[src/rtl/teclado_atm.sv]
// rtl/teclado_atm.sv - 4x4 keypad scanner with synchronizer, debounce and key pulses
// Emits DIGITO/DIGITO_STB, TECLA_ENTER ('#') and TECLA_CANCEL ('*'), one pulse per press.
module teclado_atm #(
  parameter int SCAN_CYCLES     = 4,
  parameter int DEBOUNCE_CYCLES = 4
) (
  input  logic       Clk,
  input  logic       Reset,
  input  logic [3:0] FILAS,
  output logic [3:0] COLUMNAS,
  output logic [3:0] DIGITO,
  output logic       DIGITO_STB,
  output logic       TECLA_ENTER,
  output logic       TECLA_CANCEL
);

  localparam int DW = $clog2(SCAN_CYCLES + 1);
  localparam int BW = $clog2(DEBOUNCE_CYCLES + 1);

  typedef enum logic [1:0] {ESCANEO, REBOTE, EMITIR, ESPERA_SOLTAR} state_t;

  localparam logic [1:0] K_DIGIT  = 2'd0;
  localparam logic [1:0] K_ENTER  = 2'd1;
  localparam logic [1:0] K_CANCEL = 2'd2;
  localparam logic [1:0] K_NONE   = 2'd3;

  state_t      r_state;
  logic [3:0]  r_filas_m;
  logic [3:0]  r_filas_s;
  logic [1:0]  r_col;
  logic [1:0]  r_row;
  logic [3:0]  r_patron;
  logic [DW-1:0] r_dwell;
  logic [BW-1:0] r_deb;
  logic [3:0]  r_digito;
  logic        r_stb;
  logic        r_enter;
  logic        r_cancel;

  logic        w_una_fila;
  logic [1:0]  w_fila_idx;
  logic [5:0]  w_decod;

  always_comb begin
    w_una_fila = 1'b1;
    w_fila_idx = 2'd0;
    case (r_filas_s)
      4'b1110: w_fila_idx = 2'd0;
      4'b1101: w_fila_idx = 2'd1;
      4'b1011: w_fila_idx = 2'd2;
      4'b0111: w_fila_idx = 2'd3;
      default: w_una_fila = 1'b0;
    endcase
  end

  // {kind, value} for the latched row and the held column
  always_comb begin
    w_decod = {K_NONE, 4'd0};
    case ({r_row, r_col})
      4'h0: w_decod = {K_DIGIT, 4'd1};
      4'h1: w_decod = {K_DIGIT, 4'd2};
      4'h2: w_decod = {K_DIGIT, 4'd3};
      4'h4: w_decod = {K_DIGIT, 4'd4};
      4'h5: w_decod = {K_DIGIT, 4'd5};
      4'h6: w_decod = {K_DIGIT, 4'd6};
      4'h8: w_decod = {K_DIGIT, 4'd7};
      4'h9: w_decod = {K_DIGIT, 4'd8};
      4'hA: w_decod = {K_DIGIT, 4'd9};
      4'hC: w_decod = {K_CANCEL, 4'd0};
      4'hD: w_decod = {K_DIGIT, 4'd0};
      4'hE: w_decod = {K_ENTER, 4'd0};
      default: w_decod = {K_NONE, 4'd0};
    endcase
  end

  always_ff @(posedge Clk or negedge Reset) begin
    if (!Reset) begin
      r_filas_m <= 4'hF;
      r_filas_s <= 4'hF;
    end else begin
      r_filas_m <= FILAS;
      r_filas_s <= r_filas_m;
    end
  end

  always_ff @(posedge Clk or negedge Reset) begin
    if (!Reset) begin
      r_state  <= ESCANEO;
      r_col    <= 2'd0;
      r_row    <= 2'd0;
      r_patron <= 4'hF;
      r_dwell  <= '0;
      r_deb    <= '0;
      r_digito <= 4'd0;
      r_stb    <= 1'b0;
      r_enter  <= 1'b0;
      r_cancel <= 1'b0;
    end else begin
      r_stb    <= 1'b0;
      r_enter  <= 1'b0;
      r_cancel <= 1'b0;
      case (r_state)
        ESCANEO: begin
          if (r_dwell == DW'(SCAN_CYCLES - 1)) begin
            r_dwell <= '0;
            if (w_una_fila) begin
              r_row    <= w_fila_idx;
              r_patron <= r_filas_s;
              r_deb    <= BW'(1);
              r_state  <= REBOTE;
            end else begin
              r_col <= r_col + 2'd1;
            end
          end else begin
            r_dwell <= r_dwell + DW'(1);
          end
        end
        REBOTE: begin
          if (r_filas_s == r_patron) begin
            if (r_deb >= BW'(DEBOUNCE_CYCLES - 1)) begin
              r_state <= EMITIR;
            end else begin
              r_deb <= r_deb + BW'(1);
            end
          end else begin
            r_col   <= r_col + 2'd1;
            r_dwell <= '0;
            r_deb   <= '0;
            r_state <= ESCANEO;
          end
        end
        EMITIR: begin
          case (w_decod[5:4])
            K_DIGIT: begin
              r_digito <= w_decod[3:0];
              r_stb    <= 1'b1;
            end
            K_ENTER:  r_enter  <= 1'b1;
            K_CANCEL: r_cancel <= 1'b1;
            default: ;
          endcase
          r_deb   <= '0;
          r_state <= ESPERA_SOLTAR;
        end
        ESPERA_SOLTAR: begin
          // release needs DEBOUNCE_CYCLES consecutive all-high samples
          if (r_filas_s == 4'hF) begin
            if (r_deb == BW'(DEBOUNCE_CYCLES - 1)) begin
              r_deb   <= '0;
              r_dwell <= '0;
              r_col   <= r_col + 2'd1;
              r_state <= ESCANEO;
            end else begin
              r_deb <= r_deb + BW'(1);
            end
          end else begin
            r_deb <= '0;
          end
        end
        default: r_state <= ESCANEO;
      endcase
    end
  end

  assign COLUMNAS     = ~(4'b0001 << r_col);
  assign DIGITO       = r_digito;
  assign DIGITO_STB   = r_stb;
  assign TECLA_ENTER  = r_enter;
  assign TECLA_CANCEL = r_cancel;

endmodule

[config.mk]
export PLATFORM = sky130hd
export DESIGN_NAME = teclado_atm
export DESIGN_NICKNAME = d
export VERILOG_FILES = /design/src/rtl/teclado_atm.sv
export SDC_FILE = /design/constraint.sdc
export NUM_CORES = 1
export LEC_CHECK = 0
export ABC_CLOCK_PERIOD_IN_PS = 4900
export CORE_ASPECT_RATIO = 1.4
export CORE_MARGIN = 3
export CORE_UTILIZATION = 59
export DETAILED_ROUTE_END_ITERATION = 10
export GPL_ROUTABILITY_DRIVEN = 0
export HOLD_SLACK_MARGIN = 0.15
export PLACE_DENSITY = 0.83
export RECOVER_POWER = 25
export SYNTH_ARGS = -nofsm -noshare
export SYNTH_HDL_FRONTEND = slang
export SYNTH_SLANG_ARGS = --single-unit
[constraint.sdc]
create_clock -name Clk -period 4.9 [get_ports Clk]
set_input_delay 0.98 -clock Clk [delete_from_list [all_inputs] [get_ports Clk]]
set_output_delay 0.98 -clock Clk [all_outputs]
set_load 0.02 [all_outputs]
==> results of run 1 <==
logic make-up (layout without fill, tap and decap cells):
| logic type | Yosys count | count (layout) | share of synthesized area (%) |
|---|---|---|---|
| AND/OR/NAND/NOR | 40 | 40 | 14.9 |
| adder cells (fa/ha/maj) | 9 | 9 | 7.19 |
| XOR/XNOR | 7 | 7 | 4.39 |
| flip-flops | 31 | 31 | 50.5 |
| AO/OA/AOI/OAI | 25 | 25 | 12.1 |
| buffers and inverters | 17 | 37 | 5.19 |
| multiplexers | 8 | 8 | 5.67 |
synth_stat cells, types with 3 or more instances:
| cell type | count | share of area (%) |
|---|---|---|
| sky130_fd_sc_hd__nand4b_1 | 3 | 1.7 |
| sky130_fd_sc_hd__dfrtp_1 | 19 | 30 |
| sky130_fd_sc_hd__nand3_1 | 5 | 1.6 |
| sky130_fd_sc_hd__or2_2 | 3 | 1.2 |
| sky130_fd_sc_hd__mux2_2 | 7 | 5.0 |
| sky130_fd_sc_hd__nand2_1 | 8 | 1.9 |
| sky130_fd_sc_hd__o21ai_0 | 5 | 1.6 |
| sky130_fd_sc_hd__dfstp_2 | 12 | 20 |
| sky130_fd_sc_hd__nor2_1 | 7 | 1.7 |
| sky130_fd_sc_hd__ha_1 | 9 | 7.2 |
| sky130_fd_sc_hd__xnor2_1 | 5 | 2.8 |
| sky130_fd_sc_hd__nand2b_1 | 7 | 2.8 |
| sky130_fd_sc_hd__inv_1 | 12 | 2.9 |
| sky130_fd_sc_hd__o22ai_1 | 5 | 2.0 |
power breakdown:
group,total [µW],internal [µW],switching [µW],leakage [µW]
registers,425,347,78.2,0.000374
clock network,184,100,84.4,0.0000464
logic,454,223,231,0.000353
state kept, by name (all words and copies together), names as in the netlist, 2 cells and up, named ones only:
name / flops
r_patron: 4
r_deb: 3
r_dwell: 3
r_row: 2
DIGITO: 4
r_filas_m: 4
r_filas_s: 4
r_col: 2
stage by stage:
step                instances  utilization (%)  total power, µW  hold slack [ns]  worst slack (ns)
CTS                       191             73.8             1070            0.361              2.12
floorplan                 137                -              743            0.345              3.07
global route              191             73.6             1140            0.364              2.03
global placement          183             70.5              859            0.346              2.56
detailed placement        183             70.5              888            0.348              2.50
finish                    191             73.6             1060            0.358              2.14
final timing paths:
path	endpoint	cells past startpoint	from	slack, ns
setup / recovery	COLUMNAS[0]	4	r_col[0]$_DFFE_PN0P_	2.14
max in group asynchronous	DIGITO_STB$_DFF_PN0_	2	Reset	2.43
min in group asynchronous	r_deb[2]$_DFFE_PN0P_	2	Reset	1.56
hold reg to reg	r_filas_s[1]$_DFF_PN1_	0	r_filas_m[1]$_DFF_PN1_	0.36
hold / removal	r_filas_s[1]$_DFF_PN1_	0	r_filas_m[1]$_DFF_PN1_	0.36
setup reg to reg	DIGITO[1]$_DFFE_PN0P_	6	r_col[0]$_DFFE_PN0P_	2.86
worst register-to-register path: cells and delay by family, from the launching register on:
kind / cells / cell delay (ns)
fa+ha+maj: 1 / 0.34
compound gates: 1 / 0.15
simple gates: 2 / 0.49
mux: 1 / 0.38
buf+inv: 1 / 0.10
flops: 1 / 0.47
layout make-up:
type	count	area [µm²]	area share, %
Inverter	12	45.0	2.48
Tap cell	34	42.5	2.34
Clock buffer	7	76.3	4.20
Clock inverter	1	5.00	0.275
Timing Repair Buffer	17	164	9.02
Sequential cell	31	791	43.5
Multi-Input combinational cell	89	694	38.2
metal layers:
metal	up-vias	part of all wire, %
met3	6	4.5
li1	517	-
met5	-	0
met2	35	56
met1	537	37
met4	0	2.5
==> flow_summary.rst, run 1 <==
.. list-table::
   :header-rows: 1

   * - Metric
     - Value
   * - Count of final setup violators
     - 0
   * - CTS tree
     - built
   * - Status
     - finished, violations left
   * - Post-CTS Setup Repair Bufs
     - 0
   * - Flops & latches, synth
     - 31
   * - Source-to-sink clock delay at the later pin of the worst-skew pair
     - 0.33 ns
   * - Detailed-route vias per instance
     - 5.73
   * - Worst Path Max Fanout
     - 6
   * - Die outline area
     - 3320 µm²
   * - Die Width
     - 49.6 µm
   * - Drt first-iter violations
     - 45
   * - Detail-routed net length per standard cell
     - 14.0 µm
   * - GR Util met1
     - 17.7%
   * - Total routed wirelength
     - 2670 µm
   * - Pin count of the biggest net entering global routing
     - 32
   * - Final-layout fill cell count
     - 192
   * - Setup repair after global routing missed its margin
     - false
   * - Routing layer with the top usage in global route
     - met2
   * - Number of buffers created by CTS
     - 5
   * - Endpoint required time on the critical path
     - 3.92 ns
   * - Diodes inserted
     - 0
   * - Number of endpoints with negative hold slack in the final report
     - 0
   * - Most common cell after layout, fill and taps aside
     - sky130_fd_sc_hd__dfrtp_1
   * - Sum of net half-perimeters after detailed placement
     - 2030 µm
   * - Starting density of the core
     - 63.4%
   * - Failing checks
     - capacitance limit, slew limit
   * - DRC violations left
     - 0
   * - Yosys Warn Count
     - 0
   * - Max-capacitance violation count
     - 1
   * - Worst hold path type
     - flop to flop
   * - Max Buffers Root-to-Sink
     - 2
   * - Final max-slew violation count
     - 32
   * - Cell with the biggest individual delay on the critical path
     - sky130_fd_sc_hd__clkdlybuf4s50_1
   * - Port buffer count
     - 16
   * - Overall track demand over capacity in global routing
     - 18.7%
   * - Htree depth
     - 2
   * - Post-cts resize count
     - 0
   * - Vertical die dimension
     - 67.0 µm
   * - IR Drop Worst-Case VDD
     - 0.334 mV
   * - Number of synthesized flops with an enable pin
     - 0
   * - Post-synth design cell area
     - 1570 µm²
   * - Total nets after synthesis
     - 152
   * - Number of top-level pins
     - 17
   * - Flip-flop cell with the highest count after synthesis
     - sky130_fd_sc_hd__dfrtp_1
   * - Crit path capture type
     - primary output
   * - Post-synthesis cell count
     - 137
   * - Top library cells by usage in the layout, fill and taps aside
     - sky130_fd_sc_hd__dfrtp_1 (19), sky130_fd_sc_hd__inv_1 (12), sky130_fd_sc_hd__dfstp_2 (12)
   * - Final ANT Viol Nets
     - 0
   * - Area growth from synthesis to layout
     - 16.1%
   * - Core region area
     - 2470 µm²
   * - Post-DP Area
     - 1740 µm²
   * - Initial antenna violation count
     - 0
   * - 1st-pass router iterations
     - 5
   * - Post-route minimum period
     - 2.76 ns
   * - Number of global-route vias before repair
     - 1075
   * - Static Leak
     - 0.000773 µW
   * - Library cells used by synthesis
     - 37
   * - Num rows
     - 21
   * - Crit start category
     - flop
   * - Clock-pin slew on the worst setup and hold paths
     - 0.10 ns
   * - First-pass GRT wire length
     - 4570 µm
   * - Max Clock Freq
     - 0.362 GHz
   * - Fraction of registers with async set/reset
     - 100%
   * - Met2 demand-to-capacity share in global routing
     - 35.4%
   * - Cell Pwr Density
     - 585 nW/µm²
   * - Final net count
     - 171
   * - Startpoint-to-endpoint class of the critical path
     - flop to primary output
   * - CP max stage delay
     - 0.59 ns
   * - Root buffer cell
     - sky130_fd_sc_hd__clkbuf_4
   * - Crit path arrival time
     - 1.78 ns
   * - Worst slew slack as a fraction of its limit
     - -3.99%
   * - Syn avg cell area
     - 11.4 µm²
   * - Fin crit share
     - 56.4%
   * - Worst path cell trace
     - inv_1, ha_1, inv_1, clkdlybuf4s50_1
   * - Proportion of layout cells with a drive suffix above 1
     - 21.7%
   * - GR Layer Usage met3
     - 4.92%
   * - CP dominant cell by count
     - sky130_fd_sc_hd__inv_1
   * - Via count of the routed design
     - 1095
   * - Layout Skew
     - 0.00829 ns
   * - Setup total negative slack
     - 0 ns
   * - Total overflow reported by the global router
     - 0
   * - Hold buffer count at cts
     - 0
   * - Top Family by Delay on Critical Path
     - buffers and inverters
   * - Seq/Total Area, Yosys
     - 50.5%
   * - Number of buffer and inverter stages on the critical path
     - 3
   * - Slew at the pin closest to its max-slew limit
     - 1.56 ns
   * - Area of all placed cells without fillers
     - 1820 µm²
   * - CTS sink cnt
     - 31
Note: power is estimated with default switching activity, not from simulation.
==> run 2: changes to the inputs <==
--- a/config.mk
+++ b/config.mk
@@ -5,14 +5,14 @@
 export SDC_FILE = /design/constraint.sdc
 export NUM_CORES = 1
 export LEC_CHECK = 0
-export ABC_CLOCK_PERIOD_IN_PS = 4900
+export ABC_CLOCK_PERIOD_IN_PS = 2470
 export CORE_ASPECT_RATIO = 1.4
 export CORE_MARGIN = 3
-export CORE_UTILIZATION = 59
+export CORE_UTILIZATION = 50
 export DETAILED_ROUTE_END_ITERATION = 10
 export GPL_ROUTABILITY_DRIVEN = 0
 export HOLD_SLACK_MARGIN = 0.15
-export PLACE_DENSITY = 0.83
+export PLACE_DENSITY = 0.75
 export RECOVER_POWER = 25
 export SYNTH_ARGS = -nofsm -noshare
 export SYNTH_HDL_FRONTEND = slang
==> constraint.sdc (replaced) <==
create_clock -name Clk -period 2.47 [get_ports Clk]
set_input_delay 0.494 -clock Clk [delete_from_list [all_inputs] [get_ports Clk]]
set_output_delay 0.494 -clock Clk [all_outputs]
set_load 0.02 [all_outputs]
==> flow_summary.rst, run 2 (synthesized netlist as in run 1, its figures left out) <==
.. list-table::
   :header-rows: 1

   * - Metric
     - Value
   * - DRC violations left
     - 0 (unchanged)
   * - Total overflow reported by the global router
     - 0 (unchanged)
   * - Crit path arrival time
     - 1.75 ns (-0.03 ns)
   * - Launch point of the worst hold path
     - r_filas_m[0]$_DFF_PN1_
   * - 1st-pass router iterations
     - 4 (-1)
   * - Post-CTS Setup Repair Bufs
     - 0 (unchanged)
   * - Post-layout utilization of the core
     - 62.4% (-11 points)
   * - Most common cell after layout, fill and taps aside
     - sky130_fd_sc_hd__dfrtp_1
   * - Top library cells by usage in the layout, fill and taps aside
     - sky130_fd_sc_hd__dfrtp_1 (19), sky130_fd_sc_hd__inv_1 (12), sky130_fd_sc_hd__dfstp_2 (12)
   * - Setup WS pre-CTS
     - 0.468 ns (-2.03 ns)
   * - Clock-pin slew on the worst setup and hold paths
     - 0.07 ns (-0.03 ns)
   * - Starting density of the core
     - 53.4% (-10 points)
   * - First-pass GRT wire length
     - 4510 µm (-1.2%)
   * - Source-to-sink clock delay at the later pin of the worst-skew pair
     - 0.28 ns (-0.05 ns)
   * - Initial antenna violation count
     - 0 (unchanged)
   * - Sum of net half-perimeters after detailed placement
     - 1940 µm (-4.3%)
   * - Endpoint required time on the critical path
     - 1.98 ns (-1.94 ns)
   * - Cell Pwr Density
     - 1160 nW/µm² (+99%)
   * - R2R Setup Slk
     - 0.46 ns (-2.40 ns)
   * - Top Metal Used
     - met4
   * - Pin count of the biggest net entering global routing
     - 32 (unchanged)
   * - Routed length on met1
     - 1080 µm (+9.0%)
   * - Worst slew slack as a fraction of its limit
     - -6.28% (-2.3 points)
   * - Metal3 WL
     - 118 µm (-2.5%)
   * - Number of top-level pins
     - 17 (unchanged)
   * - Number of global-route vias before repair
     - 1095 (+1.9%)
   * - Setup repair after global routing missed its margin
     - false
   * - Die outline area
     - 3850 µm² (+16%)
   * - Max-capacitance violation count
     - 1 (unchanged)
   * - Static Leak
     - 0.000775 µW (+0.23%)
   * - Diodes inserted
     - 0 (unchanged)
   * - Area growth from synthesis to layout
     - 16.9%
   * - Max Clock Freq
     - 0.445 GHz
   * - Setup total negative slack
     - 0 ns (unchanged)
   * - Post-cts resize count
     - 0 (unchanged)
   * - Number of buffers created by CTS
     - 5 (unchanged)
   * - Hold depth
     - 0 (unchanged)
   * - Root buffer cell
     - sky130_fd_sc_hd__clkbuf_8
   * - Core region area
     - 2940 µm² (+19%)
   * - Failing checks
     - capacitance limit, slew limit
   * - Post-route minimum period
     - 2.25 ns
   * - Beginning of the worst register-to-register path
     - r_col[0]$_DFFE_PN0P_
   * - Startpoint-to-endpoint class of the critical path
     - flop to primary output
   * - Worst Path Max Fanout
     - 6 (unchanged)
   * - Port buffer count
     - 16 (unchanged)
   * - Sink of the worst hold path
     - r_filas_s[0]$_DFF_PN1_
   * - Worst path cell trace
     - inv_1, ha_1, inv_1, clkdlybuf4s50_1
   * - Final net count
     - 171 (unchanged)
   * - Worst Hold Margin
     - 0.356 ns (-0.00188 ns)
   * - Detailed-route vias per instance
     - 5.42 (-5.5%)
   * - Max Buffers Root-to-Sink
     - 2 (unchanged)
   * - CTS sink cnt
     - 31 (unchanged)
   * - Reg-to-reg critical path endpoint
     - DIGITO[1]$_DFFE_PN0P_
   * - CP dominant cell by count
     - sky130_fd_sc_hd__inv_1
   * - Worst hold path type
     - flop to flop
   * - R2R depth
     - 6 (unchanged)
   * - Htree depth
     - 2 (unchanged)
   * - Final-layout fill cell count
     - 248 (+29%)
   * - Via count of the routed design
     - 1051 (-4.0%)
   * - CTS tree
     - built
   * - Layout Skew
     - 0.00928 ns (+0.000998 ns)
   * - Crit start category
     - flop
   * - Crit path capture type
     - primary output
   * - Number of endpoints with negative hold slack in the final report
     - 0 (unchanged)
   * - Slew at the pin closest to its max-slew limit
     - 1.59 ns (+0.0343 ns)
   * - Count of final setup violators
     - 0 (unchanged)
   * - Final ANT Viol Nets
     - 0 (unchanged)
   * - Num rows
     - 23 (+9.5%)
   * - Fin crit share
     - 90.9%
   * - Overall track demand over capacity in global routing
     - 16.0% (-2.7 points)
   * - Total routed wirelength
     - 2600 µm (-2.4%)
   * - Cell with the biggest individual delay on the critical path
     - sky130_fd_sc_hd__clkdlybuf4s50_1
   * - Proportion of layout cells with a drive suffix above 1
     - 21.0% (-0.64 points)
   * - Vertical die dimension
     - 72.2 µm (+7.9%)
   * - CP max stage delay
     - 0.59 ns (about the same)
   * - IR Drop Worst-Case VDD
     - 0.565 mV (+69%)
   * - Crit path setup slack, layout
     - 0.225 ns (-1.91 ns)
   * - Drt first-iter violations
     - 11 (-76%)
   * - Die Width
     - 53.3 µm (+7.6%)
   * - Hold buffer count at cts
     - 0 (unchanged)
   * - Detail-routed net length per standard cell
     - 13.4 µm (-3.9%)
   * - Final max-slew violation count
     - 32 (unchanged)
   * - Met2 routed WL
     - 1360 µm (-8.9%)
   * - Status
     - finished, violations left
==> run 2: cell counts in the layout (fill, tap and decap cells not counted) <==
No cell type changed its count.
==> run 2: layout make-up <==
cell class                 instances  area, µm²  area share [%]
clock buffer                       7       86.3            4.71
clock inverter                     1       5.00           0.273
inverter                          12       45.0            2.46
multi-input combinational         89        694            37.9
sequential                        31        791            43.2
tap                               37       46.3            2.53
timing repair buffer              17        164            8.95
==> run 2: through the flow <==
| step | total power, µW | area (µm²) | std cells |
|---|---|---|---|
| global route | 2300 | 1830 | 194 |
| global placement | 1720 | 1740 | 186 |
| CTS | 2160 | 1840 | 194 |
| detailed placement | 1750 | 1740 | 186 |
| floorplan | 1470 | 1570 | 137 |
| finish | 2130 | 1830 | 194 |
==> run 2: power breakdown <==
group          internal (µW)  switching (µW)
clock                    224             173
combinational            444             449
sequential               690             152
total                   1360             774
==> run 2: worst max path at each step <==
stage	end	slack, ns	startpoint	cells after the start
global placement	DIGITO[0]$_DFFE_PN0P_	0.56	r_col[0]$_DFFE_PN0P_	6
global route	r_dwell[0]$_DFFE_PN0P_	0.12	Reset	2
finish	COLUMNAS[0]	0.22	r_col[0]$_DFFE_PN0P_	4
floorplan	DIGITO[0]$_DFFE_PN0P_	0.66	r_col[0]$_DFFE_PN0P_	6
CTS	COLUMNAS[0]	0.21	r_col[0]$_DFFE_PN0P_	4
detailed placement	DIGITO[1]$_DFFE_PN0P_	0.47	r_col[0]$_DFFE_PN0P_	6
==> run 2: worst max-delay path, delay by kind of cell (launching register included) <==
family / cells / cell delay, ns
fa+ha+maj: 1 / 0.24
buf+inv: 3 / 0.75
flops: 1 / 0.47
==> run 2: per-layer routing <==
layer / track usage (%) / vias to the layer above
li1: - / 514
met1: 16.4 / 510
met2: 28.5 / 22
met3: 4.93 / 5
met4: 7.67 / 0
met5: 0 / -
